--- src/rtl/block_pkg.sv ---
// block_pkg: screen geometry, coordinate widths and drawer state encoding shared by the block drawer.
package block_pkg;
  localparam int SCREEN_W = 160;
  localparam int SCREEN_H = 120;
  localparam int COLOUR_W = 3;
  localparam int X_W = 8;
  localparam int Y_W = 7;
  localparam int W_W = 6;
  localparam int H_W = 5;
  localparam int C_W = 9;
  typedef enum logic [1:0] {IDLE, ERASE, DRAW, DONE} state_t;
endpackage

--- src/rtl/rect_scanner.sv ---
// rect_scanner: row-major pixel walker over a W x H rectangle with registered pixel, plot (clip-aware) and colour.
module rect_scanner
  import block_pkg::*;
#(
  parameter logic [COLOUR_W-1:0] BORDER_COLOUR = 3'b111
) (
  input  logic                clk,
  input  logic                reset,
  input  logic                load,
  input  logic                step,
  input  logic                stop,
  input  logic                border,
  input  logic [X_W-1:0]      x0,
  input  logic [Y_W-1:0]      y0,
  input  logic [W_W-1:0]      w,
  input  logic [H_W-1:0]      h,
  input  logic [COLOUR_W-1:0] fill,
  output logic [X_W-1:0]      x,
  output logic [Y_W-1:0]      y,
  output logic [COLOUR_W-1:0] colour,
  output logic                plot,
  output logic                last
);
  logic [X_W-1:0] bx, n_bx;
  logic [W_W-1:0] rw, n_w, col, n_col;
  logic [H_W-1:0] rh, n_h, row, n_row;
  logic [C_W-1:0] cx, n_cx, cy, n_cy;
  logic [COLOUR_W-1:0] fill_r, n_fill;
  logic bord, n_bord, active, n_active, wrap, edge_px;
  assign wrap = col == rw - W_W'(1);
  assign last = wrap && row == rh - H_W'(1);
  assign x = cx[X_W-1:0];
  assign y = cy[Y_W-1:0];
  always_comb begin
    n_bx = bx;
    n_w = rw;
    n_h = rh;
    n_fill = fill_r;
    n_bord = bord;
    n_col = col;
    n_row = row;
    n_cx = cx;
    n_cy = cy;
    n_active = active;
    if (load) begin
      n_bx = x0;
      n_w = w;
      n_h = h;
      n_fill = fill;
      n_bord = border;
      n_col = '0;
      n_row = '0;
      n_cx = C_W'(x0);
      n_cy = C_W'(y0);
      n_active = 1'b1;
    end else if (step) begin
      n_col = wrap ? '0 : col + W_W'(1);
      n_row = wrap ? row + H_W'(1) : row;
      n_cx = wrap ? C_W'(bx) : cx + C_W'(1);
      n_cy = wrap ? cy + C_W'(1) : cy;
    end else if (stop) begin
      n_active = 1'b0;
    end
  end
  assign edge_px = n_col == '0 || n_col == n_w - W_W'(1) || n_row == '0 || n_row == n_h - H_W'(1);
  // 9-bit coordinates let off-screen pixels be recognised before truncation
  always_ff @(posedge clk) begin
    if (!reset) begin
      bx <= '0;
      rw <= '0;
      rh <= '0;
      fill_r <= '0;
      bord <= 1'b0;
      col <= '0;
      row <= '0;
      cx <= '0;
      cy <= '0;
      active <= 1'b0;
      plot <= 1'b0;
      colour <= '0;
    end else begin
      bx <= n_bx;
      rw <= n_w;
      rh <= n_h;
      fill_r <= n_fill;
      bord <= n_bord;
      col <= n_col;
      row <= n_row;
      cx <= n_cx;
      cy <= n_cy;
      active <= n_active;
      plot <= n_active && n_cx < C_W'(SCREEN_W) && n_cy < C_W'(SCREEN_H);
      colour <= n_active ? (n_bord && edge_px ? BORDER_COLOUR : n_fill) : '0;
    end
  end
endmodule

--- src/rtl/block_drawer.sv ---
// block_drawer: erases the previous block rectangle then draws the new one, one pixel per clock.
// Define BLOCK_DRAWER_BORDER_EN to outline drawn blocks in BORDER_COLOUR.
module block_drawer
  import block_pkg::*;
#(
  parameter int                  HEIGHT        = 8,
  parameter int                  MAX_W         = 56,
  parameter logic [COLOUR_W-1:0] BG_COLOUR     = 3'b000,
  parameter logic [COLOUR_W-1:0] BORDER_COLOUR = 3'b111
) (
  input  logic                clk,
  input  logic                reset,
  input  logic                start,
  input  logic [X_W-1:0]      x_in,
  input  logic [Y_W-1:0]      y_in,
  input  logic [W_W-1:0]      width_in,
  input  logic [COLOUR_W-1:0] colour_in,
  output logic                busy,
  output logic                done,
  output logic [X_W-1:0]      vga_x,
  output logic [Y_W-1:0]      vga_y,
  output logic [COLOUR_W-1:0] vga_colour,
  output logic                vga_plot
);
  state_t state, next;
  logic [X_W-1:0] new_x, prev_x, src_x;
  logic [Y_W-1:0] new_y, prev_y, src_y;
  logic [W_W-1:0] new_w, prev_w, src_w, in_w;
  logic [COLOUR_W-1:0] new_c, fill;
  logic prev_valid, load, step, stop, border, last;
  assign in_w = width_in > W_W'(MAX_W) ? W_W'(MAX_W) : width_in;
  always_comb begin
    next = state;
    load = 1'b0;
    step = 1'b0;
    stop = 1'b0;
    src_x = new_x;
    src_y = new_y;
    src_w = new_w;
    fill = new_c;
    border = 1'b0;
    case (state)
      IDLE: if (start) begin
        if (prev_valid && prev_w != '0) begin
          next = ERASE;
          load = 1'b1;
          src_x = prev_x;
          src_y = prev_y;
          src_w = prev_w;
          fill = BG_COLOUR;
        end else if (in_w != '0) begin
          next = DRAW;
          load = 1'b1;
          src_x = x_in;
          src_y = y_in;
          src_w = in_w;
          fill = colour_in;
        end else next = DONE;
      end
      ERASE: if (last) begin
        next = new_w != '0 ? DRAW : DONE;
        load = new_w != '0;
        stop = new_w == '0;
      end else step = 1'b1;
      DRAW: if (last) begin
        next = DONE;
        stop = 1'b1;
      end else step = 1'b1;
      default: next = IDLE;
    endcase
`ifdef BLOCK_DRAWER_BORDER_EN
    border = next == DRAW;
`else
    border = 1'b0;
`endif
  end
  always_ff @(posedge clk) begin
    if (!reset) begin
      state <= IDLE;
      busy <= 1'b0;
      done <= 1'b0;
      new_x <= '0;
      new_y <= '0;
      new_w <= '0;
      new_c <= '0;
      prev_x <= '0;
      prev_y <= '0;
      prev_w <= '0;
      prev_valid <= 1'b0;
    end else begin
      state <= next;
      busy <= next == ERASE || next == DRAW;
      done <= next == DONE;
      if (state == IDLE && start) begin
        new_x <= x_in;
        new_y <= y_in;
        new_w <= in_w;
        new_c <= colour_in;
      end
      if (state == DONE) begin
        prev_x <= new_x;
        prev_y <= new_y;
        prev_w <= new_w;
        prev_valid <= 1'b1;
      end
    end
  end
  rect_scanner #(.BORDER_COLOUR(BORDER_COLOUR)) scanner (
    .clk(clk),
    .reset(reset),
    .load(load),
    .step(step),
    .stop(stop),
    .border(border),
    .x0(src_x),
    .y0(src_y),
    .w(src_w),
    .h(H_W'(HEIGHT)),
    .fill(fill),
    .x(vga_x),
    .y(vga_y),
    .colour(vga_colour),
    .plot(vga_plot),
    .last(last)
  );
endmodule

--- config.mk ---
export PLATFORM = sky130hd
export DESIGN_NAME = block_drawer
export DESIGN_NICKNAME = d
export VERILOG_FILES = /design/src/rtl/block_pkg.sv /design/src/rtl/rect_scanner.sv /design/src/rtl/block_drawer.sv
export SDC_FILE = /design/constraint.sdc
export NUM_CORES = 1
export LEC_CHECK = 0
export ABC_CLOCK_PERIOD_IN_PS = 4700
export CELL_PAD_IN_SITES_DETAIL_PLACEMENT = 0
export CELL_PAD_IN_SITES_GLOBAL_PLACEMENT = 1
export CORE_MARGIN = 10
export CORE_UTILIZATION = 35
export DETAILED_ROUTE_END_ITERATION = 10
export DONT_BUFFER_PORTS = 1
export PLACE_DENSITY_LB_ADDON = 0.12
export SKIP_LAST_GASP = 1
export SYNTH_ARGS = -nofsm -noshare
export SYNTH_HDL_FRONTEND = slang
export SYNTH_SLANG_ARGS = --single-unit
--- constraint.sdc ---
create_clock -name clk -period 4.7 [get_ports clk]
set_input_delay 0.705 -clock clk [delete_from_list [all_inputs] [get_ports clk]]
set_output_delay 0.705 -clock clk [all_outputs]
set_load 0.1 [all_outputs]
==> results by group <==
Timing
  • RSZ-0062 raised after global routing: false
  • Worst slew pin tran: between 1000 and 1500 ps
  • Final setup TNS: 0 ps
  • Max Slew Vio Count: 0
  • Final setup fails: 0
  • Fmax: around 250 MHz
  • Slew HR: 0.2232
  • Tcrit/Tclk final: 0.8395
  • Hold slack: about 460 ps
  • Skew final: between 8 and 9 ps
  • Tmin final: 3946 ps
  • Final Hold Vio Count: 0

Floorplanning
  • Row Count: 47
  • Die width: ~150 µm
  • Die height: roughly 150 µm
  • IO Pins: 48
  • CORE AREA: roughly 17000 µm²
  • Total die area: 22450 µm²
  • Initial core utilization: 0.3558

Clock network
  • Resize count post-CTS: 0
  • Hold_buf cts: 0
  • Clk slew on worst S/H paths: roughly 70 ps
  • CTS tree: yes
  • TritonCTS Buffers: 9
  • H-tree Lvls: 3
  • Clk Latency, worst-skew pair: 370 ps
  • Post-CTS Setup Inserts: 0
  • Clock Sinks: 107
  • Clock root cell: clkbuf_16
  • Max clock buf depth: 2

Logic synthesis
  • Unique cell type count in the Yosys netlist: 65
  • Syn_area_per_cell: slightly below 8 µm²
  • Syn_nets: 793
  • Synth Cell Area: just under 6000 µm²
  • Top FF cell, synth: dfxtp_1
  • Yosys reg bits: approximately 110
  • Syn Inst Count: 751
  • Sequential fraction of the synthesis area: 0.3630
  • Ys async rst share: 0
  • EDFF count, synth: 0
  • Synthesis Warnings: 0

Finish
  • Final core area utilization: 0.3825
  • Nets: between 700 and 800
  • Area growth from synthesis to layout: 7.506%
  • Post-route insts no fill: around 940
  • Antenna diode count: 0
  • Fillcell total: approximately 1700
  • Share of layout cells above drive strength 1: 0.06768

Place
  • Input/output buffers: 0
  • GP Congestion: around 0.88
  • HPWL Detailed: about 13 mm
  • Cell count after placement: slightly above 900

Setup path
  • Worst EP required: 4930 ps
  • Largest stage delay, worst path: ~500 ps
  • CP endpoint kind: flip-flop
  • CP max stage cell: nor2_2
  • Startpoint Class: flip-flop
  • WS Path Type: flip-flop to flip-flop
  • CP arrival: between 4000 and 5000 ps
  • Top Family by Delay on Critical Path: compound AO/OA/AOI/OAI gates
  • Crit-path max FO: 15
  • Cell Chain, Critical Path: inv_1 > ha_1 > xor3_1 > nor2_1 > o311a_1 > and4_1 > nor2_2 > a221o_1 > o21ai_0 > ha_1 > o21bai_1 > or2_2 > a31oi_1 > o32ai_1 > a41oi_1 > o21ai_0
  • Buf+Inv Stages, Crit Path: 1

Job
  • Max cap viols: 0

Power
  • Leakage: ~2.3 nW
  • Pwr dens: about 400 nW/µm²
  • Peak supply drop: 206.6 µV

Route
  • Final WL: about 18 mm
  • DRT iter0 DRCs: about 420
  • First-pass DRT Iterations: 5
  • Vias/cell: between 5 and 6
  • Detail Route Antenna Nets: 0
  • DR WL/cell: around 19 µm
  • Via Count: 5192
  • DRC: 0

Global route
  • Largest net degree at the start of global routing: 39
  • First-pass GRT wire length: around 28 mm
  • Total track usage: 0.1572
  • Vias in the first global route: between 4000 and 5000
  • Grt total ovfl: 0
  • Initial antenna violation count: 0

Worst hold path
  • Hold WC Path Type: flip-flop to flip-flop

Status
  • Outcome: finished, final reports clean
[per-stage QoR]
stage                     total power [mW]  instance area (µm²)  worst slack (ps)
after floorplan                      1.599                 5901              1174
after global placement               1.727                 6011             914.4
after detailed placement             1.732                 6011             777.0
after CTS                            2.600                 6344             754.3
after global routing                 2.704                 6344             399.6
final                                2.573                 6344             754.3
[cells in the mapped netlist (2+ instances only)]
master,count,share of area
a211o_1,3,0.0045
a211oi_1,9,0.011
a21o_1,2,0.0025
a21oi_1,62,0.053
a221o_1,2,0.0034
a221oi_1,4,0.0059
a22oi_1,3,0.0038
a2bb2oi_1,4,0.0059
a31oi_1,12,0.013
and2_1,11,0.012
and3_1,20,0.021
buf_1,5,0.0032
buf_2,6,0.0051
buf_4,18,0.023
clkbuf_1,30,0.019
dfxtp_1,107,0.36
ha_1,15,0.032
inv_1,14,0.0089
mux2_2,2,0.0038
mux2i_1,25,0.042
nand2_1,96,0.061
nand2b_1,5,0.0053
nand3_1,23,0.020
nand4_1,9,0.0095
nor2_1,99,0.063
nor3_1,13,0.011
nor4_1,8,0.0085
o211a_1,2,0.0034
o211ai_1,5,0.0064
o21a_1,2,0.0025
o21ai_0,43,0.036
o21bai_1,3,0.0038
o221ai_1,2,0.0030
o22a_1,2,0.0030
o22ai_1,8,0.0085
o31ai_1,5,0.0064
o31ai_4,2,0.0072
or2_2,3,0.0032
or4_1,2,0.0025
xnor2_1,24,0.036
xor2_1,17,0.025
[kinds of logic (layout without fill, tap and decap cells)]
group | count (synthesis) | in the layout | synth area share
compound gates | 188 | 188 | 0.2031
flops | 107 | 107 | 0.3630
xor+xnor | 43 | 43 | 0.06764
simple gates | 297 | 297 | 0.2282
fa+ha+maj | 15 | 15 | 0.03181
buf+inv | 74 | 47 | 0.06001
mux | 27 | 27 | 0.04623
[worst reg2reg max path, cell delays in order, from the launching register on]
cell and delay [ps]:
dfxtp_1 380, inv_1 90, ha_1 210, xor3_1 370, nor2_1 70, o311a_1 250
and4_1 310, nor2_2 510, a221o_1 220, o21ai_0 120, ha_1 230, o21bai_1 160
or2_2 270, a31oi_1 160, o32ai_1 100, a41oi_1 220, o21ai_0 130
[flip-flops by register name, summed over array words and instances, names as in the netlist, 2 cells and up]
signal	cells
state	2
scanner.col	6
scanner.row	5
new_x	8
scanner.bx	8
new_w	6
scanner.rh	5
scanner.colour	3
scanner.cy	9
scanner.fill_r	3
new_y	7
prev_x	8
prev_y	7
scanner.rw	6
scanner.cx	9
prev_w	6
new_c	3
[layout make-up]
| class | count | area (µm²) | share of cell area |
|---|---|---|---|
| inverters | 14 | 52.55 | 0.008284 |
| well taps | 220 | 275.3 | 0.04339 |
| multi-input cells | 570 | 3413 | 0.5381 |
| flip-flops and latches | 107 | 2142 | 0.3377 |
| clock buffers | 10 | 239.0 | 0.03767 |
| clock inverters | 6 | 93.84 | 0.01479 |
| repair buffers | 17 | 127.6 | 0.02012 |
[cell usage in the layout (no fill, tap or decap), types with 3 or more instances in the layout]
cell type	Yosys	layout
dfxtp_1	107	107
nor2_1	99	98
nand2_1	96	96
a21oi_1	62	62
o21ai_0	43	43
mux2i_1	25	25
xnor2_1	24	24
nand3_1	23	23
and3_1	20	20
xor2_1	17	17
buf_4	18	17
ha_1	15	15
inv_1	14	13
nor3_1	13	13
a31oi_1	12	12
and2_1	11	12
nand4_1	9	9
a211oi_1	9	9
clkbuf_16	0	9
o22ai_1	8	8
nor4_1	8	7
nand2b_1	5	5
o211ai_1	5	5
o31ai_1	5	5
a221oi_1	4	4
a2bb2oi_1	4	4
a211o_1	3	3
a22oi_1	3	3
or2_2	3	3
o21bai_1	3	3
[final timing paths]
path / slack, ps / endpoint / startpoint / cells after the start
setup reg to reg: 750 / scanner.colour[2] / scanner.rh[0] / 16
hold reg to reg: 460 / new_c[0] / new_c[0] / 2
hold / removal: 460 / new_c[0] / new_c[0] / 2
setup / recovery: 750 / scanner.colour[2] / scanner.rh[0] / 16
[where the power goes]
group / switching [mW] / internal (mW)
combinational: 0.351 / 0.185
sequential: 0.204 / 0.971
clock: 0.372 / 0.489
[per-layer routing]
layer  wire (µm)  track usage  vias to the layer above
met4         216      0.04665                        0
met5           0            0                        -
li1            -            -                     2567
met1        8188       0.2092                     2485
met3        1078      0.03925                       17
met2        8186       0.2456                      123
(Power assumes the default switching activity.)
